$ cat src/rtl/guia_pkg.sv
// guia_pkg: shared sweep FSM state encoding and default swept-vector width
package guia_pkg;
  localparam int N_IN_DEF = 2;
  typedef enum logic [1:0] {IDLE = 2'd0, DRIVE = 2'd1, SAMPLE = 2'd2, DONE = 2'd3} state_t;
endpackage

$ cat src/rtl/equiv_sweep_vec_counter.sv
// vec_counter: N-bit vector counter (clk, rst, clr_i, en_i -> q_o, tc_o at all-ones)
module vec_counter #(
  parameter int N = 2
) (
  input  logic         clk,
  input  logic         rst,
  input  logic         clr_i,
  input  logic         en_i,
  output logic [N-1:0] q_o,
  output logic         tc_o
);
  logic [N-1:0] cnt_q, cnt_d;
  always_comb cnt_d = clr_i ? '0 : en_i ? cnt_q + 1'b1 : cnt_q;
  always_ff @(posedge clk) cnt_q <= rst ? '0 : cnt_d;
  assign q_o  = cnt_q;
  assign tc_o = &cnt_q;
endmodule

$ cat src/rtl/equiv_sweep.sv
// equiv_sweep: exhaustive A/B equivalence sweep (start, a_in, b_in -> x_out, busy, done, pass, err_count, first_bad, first_bad_valid)
module equiv_sweep
  import guia_pkg::*;
#(
  parameter int N_IN = N_IN_DEF
) (
  input  logic            clk,
  input  logic            reset,
  input  logic            start,
  input  logic            a_in,
  input  logic            b_in,
  output logic [N_IN-1:0] x_out,
  output logic            busy,
  output logic            done,
  output logic            pass,
  output logic [N_IN:0]   err_count,
  output logic [N_IN-1:0] first_bad,
  output logic            first_bad_valid
);
  state_t          state_q;
  logic [N_IN:0]   err_q;
  logic [N_IN-1:0] fb_q;
  logic            fbv_q, go, samp, mis, tc;
  assign go   = start & (state_q == IDLE | state_q == DONE);
  assign samp = state_q == SAMPLE;
  assign mis  = (a_in ^ b_in) !== 1'b0;
  vec_counter #(.N(N_IN)) u_cnt (
    .clk  (clk),
    .rst  (reset),
    .clr_i(go),
    .en_i (samp & ~tc),
    .q_o  (x_out),
    .tc_o (tc)
  );
  always_ff @(posedge clk) begin
    if (reset) begin
      state_q <= IDLE;
      err_q   <= '0;
      fb_q    <= '0;
      fbv_q   <= 1'b0;
    end else if (go) begin
      state_q <= DRIVE;
      err_q   <= '0;
      fb_q    <= '0;
      fbv_q   <= 1'b0;
    end else begin
      state_q <= state_q == DRIVE ? SAMPLE : samp ? (tc ? DONE : DRIVE) : state_q;
      if (samp) begin
        err_q <= err_q + {{N_IN{1'b0}}, mis};
        if (mis & ~fbv_q) begin
          fb_q  <= x_out;
          fbv_q <= 1'b1;
        end
      end
    end
  end
  assign busy            = state_q == DRIVE | state_q == SAMPLE;
  assign done            = state_q == DONE;
  assign pass            = done & ~fbv_q;
  assign err_count       = err_q;
  assign first_bad       = fb_q;
  assign first_bad_valid = fbv_q;
endmodule
$ cat config.mk
export PLATFORM = sky130hd
export DESIGN_NAME = equiv_sweep
export DESIGN_NICKNAME = d
export VERILOG_FILES = /design/src/rtl/guia_pkg.sv /design/src/rtl/equiv_sweep_vec_counter.sv /design/src/rtl/equiv_sweep.sv
export SDC_FILE = /design/constraint.sdc
export NUM_CORES = 1
export LEC_CHECK = 0
export ABC_CLOCK_PERIOD_IN_PS = 2510
export BUFFER_PORTS_ARGS = -buffer_cell sky130_fd_sc_hd__buf_4
export CAP_MARGIN = 5
export CORE_AREA = 10 10 47 49
export CTS_CLUSTER_SIZE = 20
export DETAILED_ROUTE_END_ITERATION = 6
export DIE_AREA = 0 0 57 59
export PLACE_DENSITY = 0.6
export SLEW_MARGIN = 10
export SYNTH_ARGS = -nofsm -noshare
export SYNTH_HDL_FRONTEND = slang
export SYNTH_SLANG_ARGS = --single-unit
$ cat constraint.sdc
create_clock -name clk -period 2.51 [get_ports clk]
set_input_delay 0.3765 -clock clk [delete_from_list [all_inputs] [get_ports clk]]
set_output_delay 0.3765 -clock clk [all_outputs]
set_load 0.01 [all_outputs]
==> results.toml <==
[cts]
insertion_delay_ps = 260
cts_sinks = 10
cts_hold_buf = 0
cts_resized = 0
clock_path_buffers = 2
htreeDepth = 1
tritoncts = "yes"
cts_inserted_buffers = 3
cts.repair_timing.setup_buffer_count = 0
cts.root.buffer_cell = "clkbuf_4"
clkTransAtPathRegs_ps = 70

[synthesis]
netlist_instances = 53
synthTopCellsByCount = "dfxtp_1 (10), ha_1 (7), nor2_1 (7)"
syn_area_per_cell_um2 = 9.490
yosys-top-cells-area = "dfxtp_1 (40%), ha_1 (17%), mux2i_1 (6.0%)"
synthDistinctLibCells = 20
yosysMostFrequentCell = "dfxtp_1"
synth_edf_count = 0
synth_fp_nets = 65
yosysSeqAreaShare = 0.3980
synth.cell_area_um2 = 503.0
async_flop_share = 0
synth.top_cell.area_share = 0.3980
synth-main-ff-cell = "dfxtp_1"
ys_warn_count = 0
yosys_register_bits = 10
synth_area_leader_cell = "dfxtp_1"

[power_and_ir_drop]
p_sw_uw = 209.1
switching_share = 0.3500
p_clk_frac = 0.238
p_comb_frac = 0.414
power.leakage_nw = 0.3157
power-per-cell-area_nw_per_um2 = 911.3
ir_drop_mv = 0.4674
p_int_uw = 388.4
p_seq_frac = 0.348

[global_routing]
grt_max_degree = 10
grt_util_all_layers = 0.05921
grt_overflow = 0
grt_pass1_wl_um = 1690
antenna_found_initial = 0
grt_pass1_vias = 395

[worst_setup_path]
worstPathArrival_ps = 1290
end_kind = "output port"
cp-start-kind = "register"
crit_type = "register to output port"
crit_fanout = 5
cp.required_ps = 2130
r2r_setup_slack_ps = 1060

[timing]
hold_viol_final = 0
fin_crit_sh = 0.6647
slew_headroom = 0.7845
final-setup-viol-count = 0
fmax_ghz = 0.5994
rsz0062_at_grt = "false"
slew_violations = 0
period_needed_ps = 1668
clock_skew_ps = 2.669
tightest_slew_ps = 323.3
fin_tns_setup_ps = 0

[place]
dp_hpwl_um = 814.9
port_buffers = 15
gp_congestion = 0.6984

[finish]
fin_util = 0.4679
drive_gt1_frac = 0.2714
finalNetCount = 83
diodes = 0
syn2layout_area_growth_pct = 30.35

[die]
die_y_um = 59
io-pin-count = 16
initial_core_util = 0.3589
core_region_area_um2 = 1401
die_area_um2 = 3363
rows = 14
fp.dieW_um = 57

[hold_path]
hold_class = "primary input to register"

[drt]
routed_wl_um = 985
via_per_inst = 4.465
wl_per_cell_um = 11.45
drt_pass1_iterations = 4
num_vias = 384
drc = 0
antenna_left = 0
drt_iter0_markers = 5

[outcome]
outcome = "finished, final reports clean"

[job]
drv_cap = 0
[worst max-delay path: stages (launching register included)]
cell	delay (ps)
dfxtp_1	420
inv_1	70
ha_1	360
inv_1	50
buf_4	140
[metrics by stage]
step           area (um^2)  total power, mW  instances  setup WS (ps)  hold slack, ps
3_5_place_dp         619.3           0.4645         82          902.3           476.6
2_1_floorplan        503.0           0.3926         53           1131           449.3
5_1_grt              655.6           0.6430         86          746.2           271.0
6_report             655.6           0.5975         86          841.6           277.9
3_3_place_gp         619.3           0.4586         82          932.5           473.0
4_1_cts              655.6           0.6047         86          837.1           277.9
[cell families (layout without fill, tap and decap cells)]
family / Yosys count / after routing / synth area share
xor gates and xnor gates: 3 / 3 / 0.05225
buffers and inverters: 6 / 23 / 0.06217
AOI/OAI and AO/OA: 9 / 9 / 0.1119
and+or+nand+nor: 15 / 15 / 0.1418
adders and majority gates: 7 / 7 / 0.1741
muxes: 3 / 3 / 0.05970
DFF: 10 / 10 / 0.3980
[placed cells by master (no fill, tap or decap)]
master,synthesis,final
ha_1,7,7
inv_1,4,4
clkbuf_4,0,3
mux2i_1,3,3
a211o_1,1,1
nand2b_1,1,1
nor3_1,1,1
clkbuf_8,0,1
and2b_1,1,1
a21o_1,1,1
nor2_1,7,7
xnor2_1,2,2
nor2b_1,2,2
o21ai_0,2,2
a21oi_1,3,3
buf_4,0,15
nand3_1,2,2
a211oi_1,2,2
dfxtp_1,10,10
nand2_1,1,1
xor2_1,1,1
[power by group through the flow]
stage | sequential [mW] | clock [mW] | combinational (mW)
final | 0.208 | 0.142 | 0.247
after global routing | 0.212 | 0.154 | 0.277
after CTS | 0.208 | 0.145 | 0.252
after detailed placement | 0.212 | 0 | 0.253
after global placement | 0.210 | 0 | 0.249
after floorplan | 0.209 | 0 | 0.183
[layout make-up]
cell class	count	area [um^2]
clock buffers	4	36.28
fillers	146	745.7
inverters	4	15.01
multi-input cells	37	271.5
flip-flops and latches	10	200.2
well taps	16	20.02
repair buffers	15	112.6
[routing by layer]
| layer | vias to the layer above | GRT usage | share of wire |
|---|---|---|---|
| li1 | 210 | - | - |
| met1 | 163 | 0.06788 | 0.49 |
| met2 | 11 | 0.09302 | 0.44 |
| met3 | 0 | 0.02361 | 0.076 |
| met4 | 0 | 0.03020 | 0 |
| met5 | - | 0 | 0 |
[path summary, 6_finish.rpt]
path                 from           end  cells past startpoint
max            state_q[0]          busy                      4
min reg2reg  first_bad[0]  first_bad[0]                      2
min                 reset    state_q[0]                      2
max reg2reg    state_q[0]    state_q[1]                      4
[state kept, by name (all words and copies together), names as in the netlist]
| register | count |
|---|---|
| err_count | 3 |
| first_bad | 2 |
| state_q | 2 |
| u_cnt.q_o | 2 |
| first_bad_valid | 1 |
Power figures use the tool's default switching activity.
